[config.mk]
export PLATFORM = sky130hd
export DESIGN_NAME = hex_keypad_scanner
export DESIGN_NICKNAME = d
export VERILOG_FILES = /design/src/rtl/hex_keypad_scanner.sv
export SDC_FILE = /design/constraint.sdc
export NUM_CORES = 1
export LEC_CHECK = 0
export ABC_CLOCK_PERIOD_IN_PS = 1700
export BUFFER_PORTS_ARGS = -buffer_cell sky130_fd_sc_hd__buf_2
export CAP_MARGIN = 5
export CORE_MARGIN = 2
export CORE_UTILIZATION = 30
export DETAILED_ROUTE_END_ITERATION = 10
export GPL_ROUTABILITY_DRIVEN = 0
export GPL_TIMING_DRIVEN = 0
export PLACE_DENSITY = 0.41
export SLEW_MARGIN = 10
export SYNTH_ARGS = -nofsm -noshare
export SYNTH_HDL_FRONTEND = slang
export SYNTH_SLANG_ARGS = --single-unit
[constraint.sdc]
create_clock -name clk -period 1.7 [get_ports clk]
set_input_delay 0.255 -clock clk [delete_from_list [all_inputs] [get_ports clk]]
set_output_delay 0.255 -clock clk [all_outputs]
set_load 0.005 [all_outputs]
[src/rtl/hex_keypad_scanner.sv]
`default_nettype none
// ============================================================================
// hex_keypad_scanner : 4x4 matrix keypad scanner with debounce and hex encode
// Revision: 1.0
// ============================================================================
module hex_keypad_scanner #(
  parameter int SCAN_DIV       = 16000,
  parameter int DEBOUNCE_SCANS = 8
) (
  input  logic       clk,
  input  logic       resetn,
  input  logic [3:0] row,
  output logic [3:0] col,
  output logic       key_valid,
  output logic [3:0] key_code,
  output logic       key_down
);

  localparam int CW = (SCAN_DIV > 1) ? $clog2(SCAN_DIV) : 1;
  localparam int DW = $clog2(DEBOUNCE_SCANS + 1);
  localparam logic [CW-1:0] SLOT_LAST = CW'(SCAN_DIV - 1);
  localparam logic [DW-1:0] DEB_LAST  = DW'(DEBOUNCE_SCANS);
  localparam logic [DW-1:0] DEB_ONE   = DW'(1);

  typedef enum logic [1:0] {
    SCAN    = 2'd0,
    PRESS   = 2'd1,
    HELD    = 2'd2,
    RELEASE = 2'd3
  } state_t;

  state_t        state;
  logic [1:0]    rst_sync;
  logic          rst_n;
  logic [3:0]    row_s1;
  logic [3:0]    rs;
  logic [CW-1:0] slot_cnt;
  logic [DW-1:0] deb_cnt;
  logic [DW-1:0] deb_next;
  logic [1:0]    col_idx;
  logic [1:0]    row_idx;
  logic [3:0]    low;
  logic          single;
  logic          sample;
  logic [1:0]    cur_row;

  function automatic logic [1:0] row_enc(input logic [3:0] l);
    case (l)
      4'b0001: row_enc = 2'd0;
      4'b0010: row_enc = 2'd1;
      4'b0100: row_enc = 2'd2;
      default: row_enc = 2'd3;
    endcase
  endfunction

  function automatic logic [3:0] code_lut(input logic [3:0] idx);
    case (idx)
      4'h0: code_lut = 4'h1;  4'h1: code_lut = 4'h2;
      4'h2: code_lut = 4'h3;  4'h3: code_lut = 4'hA;
      4'h4: code_lut = 4'h4;  4'h5: code_lut = 4'h5;
      4'h6: code_lut = 4'h6;  4'h7: code_lut = 4'hB;
      4'h8: code_lut = 4'h7;  4'h9: code_lut = 4'h8;
      4'hA: code_lut = 4'h9;  4'hB: code_lut = 4'hC;
      4'hC: code_lut = 4'hE;  4'hD: code_lut = 4'h0;
      4'hE: code_lut = 4'hF;  default: code_lut = 4'hD;
    endcase
  endfunction

  // Reset asserts asynchronously but releases two clocks after resetn rises.
  always_ff @(posedge clk or negedge resetn) begin
    if (!resetn) rst_sync <= 2'b00;
    else         rst_sync <= {rst_sync[0], 1'b1};
  end
  assign rst_n = rst_sync[1];

  always_ff @(posedge clk or negedge rst_n) begin
    if (!rst_n) begin
      row_s1 <= 4'hF;
      rs     <= 4'hF;
    end else begin
      row_s1 <= row;
      rs     <= row_s1;
    end
  end

  assign low      = ~rs;
  assign single   = (low != 4'd0) && ((low & (low - 4'd1)) == 4'd0);
  assign cur_row  = row_enc(low);
  assign sample   = (slot_cnt == SLOT_LAST);
  assign deb_next = deb_cnt + DEB_ONE;
  assign col      = ~(4'b0001 << col_idx);

  always_ff @(posedge clk or negedge rst_n) begin
    if (!rst_n) begin
      state     <= SCAN;
      slot_cnt  <= '0;
      deb_cnt   <= '0;
      col_idx   <= 2'd0;
      row_idx   <= 2'd0;
      key_valid <= 1'b0;
      key_code  <= 4'h0;
      key_down  <= 1'b0;
    end else begin
      key_valid <= 1'b0;
      slot_cnt  <= sample ? '0 : slot_cnt + CW'(1);
      if (sample) begin
        case (state)
          SCAN: begin
            if (single) begin
              row_idx <= cur_row;
              deb_cnt <= DEB_ONE;
              if (DEB_LAST == DEB_ONE) begin
                key_code  <= code_lut({cur_row, col_idx});
                key_valid <= 1'b1;
                key_down  <= 1'b1;
                state     <= HELD;
              end else begin
                state <= PRESS;
              end
            end else begin
              col_idx <= col_idx + 2'd1;
            end
          end
          PRESS: begin
            if (single && (cur_row == row_idx)) begin
              deb_cnt <= deb_next;
              if (deb_next == DEB_LAST) begin
                key_code  <= code_lut({row_idx, col_idx});
                key_valid <= 1'b1;
                key_down  <= 1'b1;
                state     <= HELD;
              end
            end else begin
              deb_cnt <= '0;
              col_idx <= col_idx + 2'd1;
              state   <= SCAN;
            end
          end
          HELD: begin
            if (!single) begin
              deb_cnt <= DEB_ONE;
              if (DEB_LAST == DEB_ONE) begin
                key_down <= 1'b0;
                col_idx  <= col_idx + 2'd1;
                state    <= SCAN;
              end else begin
                state <= RELEASE;
              end
            end
          end
          default: begin
            // Any single row, latched or not, means the key is still considered held.
            if (!single) begin
              deb_cnt <= deb_next;
              if (deb_next == DEB_LAST) begin
                deb_cnt  <= '0;
                key_down <= 1'b0;
                col_idx  <= col_idx + 2'd1;
                state    <= SCAN;
              end
            end else begin
              state <= HELD;
            end
          end
        endcase
      end
    end
  end

endmodule
`default_nettype wire
Yosys cells after proc, flatten, opt, wreduce, memory -nomap -nowiden --
Memory sizes are Yosys's and may differ from the RTL's. A register that Yosys moved wholly into a read port is not among the register bits. Index checks and enable logic that the tools add are counted. Widths: inputs -> output; s select.
Operators by class: shifts and indexed selects 1, bitwise gates (word level) 5, add/sub/neg operators 4, reductions and logical operators 15, equality and inequality tests 16, muxes and demuxes 29
Operator list (number):
- $mux 2 | 10
- $mux 4 | 5
- $pmux 2 s3 | 3
- $add 14x1->14 const B | 1
- $eq 14x14->1 const B | 1
- $mux 14 | 1
- $pmux 4 s3 | 1
- $ne 2x2->1 const B | 5
- $reduce_and 5->1 | 2
- $mux 1 | 8
- $not 4->4 | 2
- $reduce_and 4->1 | 2
- $reduce_bool 4->1 | 2
- $reduce_and 6->1 | 1
- $add 4x1->4 const B | 1
- $and 4x4->4 | 1
- $eq 4x1->1 const B | 1
- $eq 4x2->1 const B | 1
- $eq 4x3->1 const B | 1
- $eq 4x4->1 const B | 1
- $logic_not 4->1 | 1
- $shl 1x2->4 const A | 1
- $sub 4x1->4 const B | 1
- $ne 3x1->1 const B | 1
- other kinds (14) | 16
Storage, ports and cells: memories 1, register bits 36, logic and storage cells 81, memory bits (read-only) 64
Memories:
- (name not given) | words 16, width 4, rd ports 1, clocked after memory_dff 1, wr ports 0, line 57 | case (idx)

Longest topological paths before layout --
Gate-level depths: netlist (run 1).
depth after elaboration 9, gate-level depth with buffers 8

Least setup slack after synthesis (run 1) --
OpenSTA, ideal clock, no wires.
path type flip-flop to flip-flop, start register rs[1], end register deb_cnt[0], cell stages (with the launch flop) 8, library setup time 0.125 ns, data arrival time 1.962 ns, buffers on the path 1, required time 1.575 ns, path slack -0.387 ns, cells stage by stage dfstp_2 -> buf_2 -> nand2_1 -> and3_1 -> o41a_1 -> o21ai_1 -> o22ai_1 -> mux2_2
On the way: longest elaborated chain between the ends 8
RTL lines:
- start, declared | line 36 | logic [3:0] rs;
- start signal, assigned | line 82 | rs <= row_s1;
- $not 4->4 * | line 86 | assign low = ~rs;
- $sub 4x1->4 | line 87 | assign single = (low != 4'd0) && ((low & (low - 4'd1)) == 4'd0);
- $and 4x4->4 | line 87
- $logic_not 4->1 | line 87
- $logic_and 1x1->1 | line 87
- $logic_and 1x1->1 | line 125 | if (single && (cur_row == row_idx)) begin
- $mux 4 | line 125
- $pmux 4 s3 | line 107 | case (state)
- end signal, assigned | line 126 | deb_cnt <= deb_next;
- end signal, assigned | line 154 | deb_cnt <= deb_next;
- end, declared | line 38 | logic [DW-1:0] deb_cnt;
Every way passes the cells marked *; elsewhere a longest branch is shown, timed or not. A chain may end at the register's enable or synchronous reset.

Worst setup path after layout (run 1) --
start register rs[3], end register state[0]
On the way: longest elaborated chain between the ends 8
RTL lines:
- $not 4->4 * | line 86
- $sub 4x1->4 | line 87
- $and 4x4->4 | line 87
- $logic_not 4->1 | line 87
- $logic_and 1x1->1 | line 87
- $logic_and 1x1->1 | line 125
- $ne 3x3->1 (no source line) or $mux 2 (tied branches)
- $reduce_and 5->1 (no source line) or $pmux 2 s3 (tied branches)
- end signal, assigned | line 95 | state <= SCAN;
- end signal, assigned | line 131 | state <= HELD;
- end signal, assigned | line 136 | state <= SCAN;
- end, declared | line 32 | state_t state;
Marks and branches as above.

==> results_dict.tcl, run 1 <==
set metrics [dict create \
    diodes 0 \
    period_needed_ns 2.037 \
    crit_path_max_fanout 6 \
    row_count 30 \
    fmax_mhz 490.8 \
    max_stage_delay_ns 0.54 \
    cts_root_buf "clkbuf_8" \
    ios 16 \
    via_count 1700 \
    hold_depth 1 \
    synth_fa_ha_area_frac 0.06932 \
    seq_area_frac_synth 0.4668 \
    cp.arrival_ns 2.21 \
    syn-num-nets 240 \
    drive_gt1_frac 0.3913 \
    design_area_mm2 0.002920 \
    cts_buffer_depth 2 \
    cts_tree "done" \
    synth_area_leaders "dfrtp_1, dfstp_2, ha_1" \
    core_mm2 0.006907 \
    synth_cell_types 45 \
    cap_viol_max_count 0 \
    timing_hold_violations_final 0 \
    grt_pass1_wl_um 8059 \
    wl_met3_um 119 \
    ff2ff_path_depth 7 \
    rsz0062_at_grt "true" \
    placed_area_mm2 0.002432 \
    met1Wirelength_um 2369 \
    critPathKind "reg2reg" \
    wl_per_cell_um 12.65 \
    synth_common_cells "dfrtp_1, nor2_1, nand2_1" \
    die_area_mm2 0.007915 \
    critPathLaunchType "flip-flop" \
    wl_met2_um 2136 \
    r2r-start "rs[3]" \
    synthesis.area_mm2 0.002166 \
    finalWorstSetupSlack_ns -0.3375 \
    period_share 1.199 \
    synth_mux_area_frac 0.03986 \
    clk_pin_slew_ns 0.07 \
    cts_buffers 5 \
    violations "setup timing" \
    drtIter0Drc 68 \
    synth-simple-area-share 0.2028 \
    finClkSkew_ns 0.01438 \
    reg2reg_to "state[0]" \
    setup_violations 13 \
    htreeDepth 2 \
    final_nets 293 \
    postLayoutCoreUtil 0.4228 \
    portBuffers 15 \
    hold_end "row_s1[2]" \
    wirelength_um 4706 \
    status "finished with violations" \
    postRouteAntennaNets 0 \
    cp.required_ns 1.87 \
    crit_path_end_kind "flip-flop" \
    synth_area_leader_cell "dfrtp_1" \
    ys_async_sr_fraction 1.000 \
    cts.sinks 40 \
    peakVddDrop_mv 0.3381 \
    routed_via_density 4.570 \
    grt_usage 0.1325 \
    p_leak_nw 1.290 \
    dr.pass1.iters 4 \
    syn-instance-count 222 \
    synth_top_family_by_area "simple AND/OR/NAND/NOR gates" \
    synth_xor_area_frac 0.04853 \
    die_w_um 88.97 \
    syn_to_final_growth_pct 34.84 \
    crit_slowest_cell "dfstp_2" \
    die_h_um 88.97 \
    grt_pass1_vias 1668 \
    cp_cell_sequence "buf_6 -> nand4b_1 -> a21oi_1 -> o41a_1 -> nor2_1 -> o211ai_1 -> mux2_2" \
    routed.top_layer "met4" \
    dp_hpwl_um 3038 \
    clkLatencyLatePin_ns 0.30 \
    initial_core_util 0.3136 \
    synth_compound_area_frac 0.1259 \
    hp-class "in2reg" \
    netlist.area_leader.share 0.3697 \
    grt_max_degree 30 \
    grt_antenna_before_repair 0 \
    synth_edf_count 0 \
    synth_warnings 0 \
    gr-total-overflow 0 \
    min-delay-start "row[2]" \
    drc 0 \
    rrSetupSlack_ns -0.34 \
    ys_ff_latch 40 \
    yosys.cell_count.top_type "dfrtp_1" \
    slew_viol_final 0 \
    powerDensity_mw_per_mm2 691.8 \
    synthFlopType "dfrtp_1" \
    syn_area_per_cell_um2 9.756 \
]
-- report_power, final --
| part | internal (mW) | total, mW | switching, mW |
|---|---|---|---|
| clock | 0.587 | 0.929 | 0.342 |
| sequential | 0.971 | 0.982 | 0.0114 |
| combinational | 0.0544 | 0.109 | 0.0547 |
-- cell families after synthesis --
kind of cell | Yosys count
AOI/OAI and AO/OA | 45
xor gates and xnor gates | 12
and+or+nand+nor | 82
buffers and inverters | 22
adders and majority gates | 12
muxes | 8
other | 1
DFF | 40
-- metal layers --
layer	up-vias	GRT usage
met5	-	0
met3	6	0.02770
li1	889	-
met4	0	0.04885
met1	784	0.1844
met2	21	0.2042
-- worst max-delay path by stage --
| stage | slack (ns) | end | startpoint |
|---|---|---|---|
| floorplan | -0.19 | state[0] | rs[0] |
| global placement | -0.59 | state[1] | row_idx[1] |
| detailed placement | -0.60 | state[1] | row_idx[1] |
| CTS | -0.33 | state[0] | rs[3] |
| global route | -0.49 | state[0] | rs[3] |
| finish | -0.34 | state[0] | rs[3] |
-- flip-flops by register name, indices dropped and copies added (netlist names), 2 cells and up --
signal    cells
row_idx       2
state         2
key_code      4
slot_cnt     14
col_idx       2
rst_sync      2
deb_cnt       4
row_s1        4
rs            4
-- stage by stage --
| step | power (mW) | TNS, ns | std cells | hold slack (ns) | setup WS [ns] |
|---|---|---|---|---|---|
| finish | 2.020 | -2.975 | 372 | 0.06202 | -0.3375 |
| global placement | 1.078 | -11.36 | 333 | 0.04220 | -0.5943 |
| global route | 2.116 | -4.913 | 372 | 0.03960 | -0.4894 |
| floorplan | 1.055 | -1.621 | 222 | -0.04059 | -0.1864 |
| detailed placement | 1.085 | -8.830 | 334 | 0.04338 | -0.6002 |
| CTS | 2.045 | -3.516 | 364 | 0.04951 | -0.3348 |
-- cells in the final DEF, fill, tap and decap left out, types with 5 or more instances in the layout --
cell type	Yosys	routed
xor2_1	5	5
buf_4	1	32
nand3_1	10	6
buf_2	3	15
a21oi_1	13	10
nand2_1	18	16
nor2_1	20	17
ha_1	12	8
nand4_1	6	6
dfstp_2	8	8
dfrtp_1	32	29
xnor2_1	7	7
inv_1	14	12
clkbuf_8	0	5
o21ai_0	14	10
-- final cells by class --
cell class,instances,area [um2]
multi-input combinational,160,1204
inverter,14,55.05
buffer,5,45.04
fill,721,3986
sequential,40,1015
clock buffer,6,72.57
timing repair buffer,49,349.1
tap,96,120.1
clock inverter,2,60.06
-- critical path: cells and delay by family, from the launching register on --
kind / cells / cell delay, ns
compound gates: 3 / 0.74
buf+inv: 1 / 0.12
simple gates: 2 / 0.17
flops: 1 / 0.54
mux: 1 / 0.36
-- timing repair --
item                                   in CTS  in global routing
hold buffers                                1                  0
endpoints found under the hold margin       2                  0
pin swaps                                  13                 12
resized for setup                          21                 18
buffers inserted                           23                  9
setup endpoints to repair                  25                 25
(Power assumes the default switching activity.)
==> run 2: changes to the inputs <==
--- a/config.mk
+++ b/config.mk
@@ -18,3 +18,4 @@
 export SYNTH_ARGS = -nofsm -noshare
 export SYNTH_HDL_FRONTEND = slang
 export SYNTH_SLANG_ARGS = --single-unit
+export TNS_END_PERCENT = 20
==> results_dict.tcl, run 2 (synthesis results as in run 1) <==
set metrics [dict create \
    status "finished with violations" \
    violations "setup timing" \
    via_count 1711 \
    grt_usage 0.1252 \
    regMostFlops "slot_cnt" \
    row_count 30 \
    powerDensity_mw_per_mm2 632.4 \
    routed_via_density 4.753 \
    grt_max_degree 24 \
    grt_pass1_vias 1667 \
    final_common_cell "dfrtp_1" \
    ios 16 \
    critPathLaunchType "flip-flop" \
    fmax_mhz 469.7 \
    crit_path_max_fanout 8 \
    die_area_mm2 0.007915 \
    min-delay-start "row[0]" \
    cts_tree "done" \
    clkLatencyLatePin_ns 0.30 \
    diodes 0 \
    period_share 1.252 \
    drive_gt1_frac 0.3561 \
    drc 0 \
    nFillCells 736 \
    slew_viol_final 0 \
    clk_pin_slew_ns 0.08 \
    rsz0062_at_grt "true" \
    grt_pass1_wl_um 7659 \
    peakVddDrop_mv 0.2658 \
    die_w_um 88.97 \
    portBuffers 15 \
    cts_buffers 5 \
    rrSetupSlack_ns -0.43 \
    final_nets 281 \
    cp.arrival_ns 2.31 \
    fin_setup_tns_ns -4.339 \
    htreeDepth 2 \
    postLayoutCoreUtil 0.4051 \
    cts_root_buf "clkbuf_8" \
    r2r-start "rs[3]" \
    core_mm2 0.006907 \
    cts_buffer_depth 2 \
    timing_hold_violations_final 0 \
    largest_reg_flops 14 \
    setup_violations 17 \
    gr-total-overflow 0 \
    wl_per_cell_um 12.63 \
    cap_viol_max_count 0 \
    finalWorstSetupSlack_ns -0.4291 \
    wirelength_um 4547 \
    ff2ff_path_depth 7 \
    dp_hpwl_um 3026 \
    cp.required_ns 1.88 \
    reg2reg_to "deb_cnt[0]" \
    hold_end "row_s1[0]" \
    finClkSkew_ns 0.006772 \
    postRouteAntennaNets 0 \
    period_needed_ns 2.129 \
    cts.sinks 40 \
    syn_to_final_growth_pct 29.17 \
    hp-class "in2reg" \
    critPathKind "reg2reg" \
    crit_path_end_kind "flip-flop" \
    die_h_um 88.97 \
    p_leak_nw 1.211 \
    drtIter0Drc 40 \
    dr.pass1.iters 4 \
    hold_depth 1 \
    initial_core_util 0.3136 \
    mostFrequentLayoutCells "dfrtp_1, nor2_1, buf_4" \
    grt_antenna_before_repair 0 \
]
run 2: final cells by class:
cell class	instances	area, um2	area share
multi-input cells	160	1199	0.4284
flip-flops and latches	40	1017	0.3636
repair buffers	36	255.2	0.09123
well taps	96	120.1	0.04293
clock buffers	6	82.58	0.02952
plain buffers	6	56.30	0.02013
inverters	14	52.55	0.01878
clock inverters	2	15.01	0.005367
run 2: power breakdown:
group	switching [mW]	internal, mW	total (mW)
clock network	0.355	0.329	0.684
registers	0.0125	0.970	0.983
logic	0.0530	0.0496	0.103
run 2: repair_timing:
item | CTS | global route
gates cloned | 0 | 0
gates resized for setup | 18 | 17
hold endpoints to repair | 2 | 0
endpoints found under the setup margin | 25 | 25
hold buffers | 1 | 0
pin swaps | 10 | 8
buffers inserted | 17 | 2
run 2: worst max-delay path by stage:
stage | start | to | slack [ns] | cells after the start
final | rs[3] | deb_cnt[0] | -0.43 | 7
after global routing | rs[3] | col_idx[1] | -0.52 | 7
after floorplan | rs[0] | state[0] | -0.19 | 7
after CTS | state[0] | deb_cnt[3] | -0.36 | 8
after detailed placement | row_idx[1] | state[0] | -0.59 | 7
after global placement | row_idx[1] | state[0] | -0.60 | 7
run 2: metrics by stage:
step                      instances  power, mW  worst slack [ns]  hold WS (ns)  area [um2]
final                           360      1.769           -0.4291       0.05177        2798
after global routing            360      1.859           -0.5243       0.03341        2798
after CTS                       358      1.802           -0.3609       0.03913        2710
after detailed placement        334      1.083           -0.5860       0.04239        2425
after global placement          333      1.078           -0.6026       0.04277        2404
after floorplan                 222      1.055           -0.1864      -0.04059        2208
run 2: critical path: stages, from the launching register on:
cell and delay (ns):
dfstp_2 0.54, buf_6 0.15, nand2_4 0.06, and3_4 0.16
o41a_1 0.52, o21ai_2 0.24, o22ai_1 0.09, mux2_2 0.26
run 2: layer usage:
layer  GRT usage  wire length (um)  up-vias
met5           0                 0        -
li1            -                 -      862
met4     0.04342                61        0
met1      0.1583              2245      824
met2      0.2110              2120       17
met3     0.02862               119        8
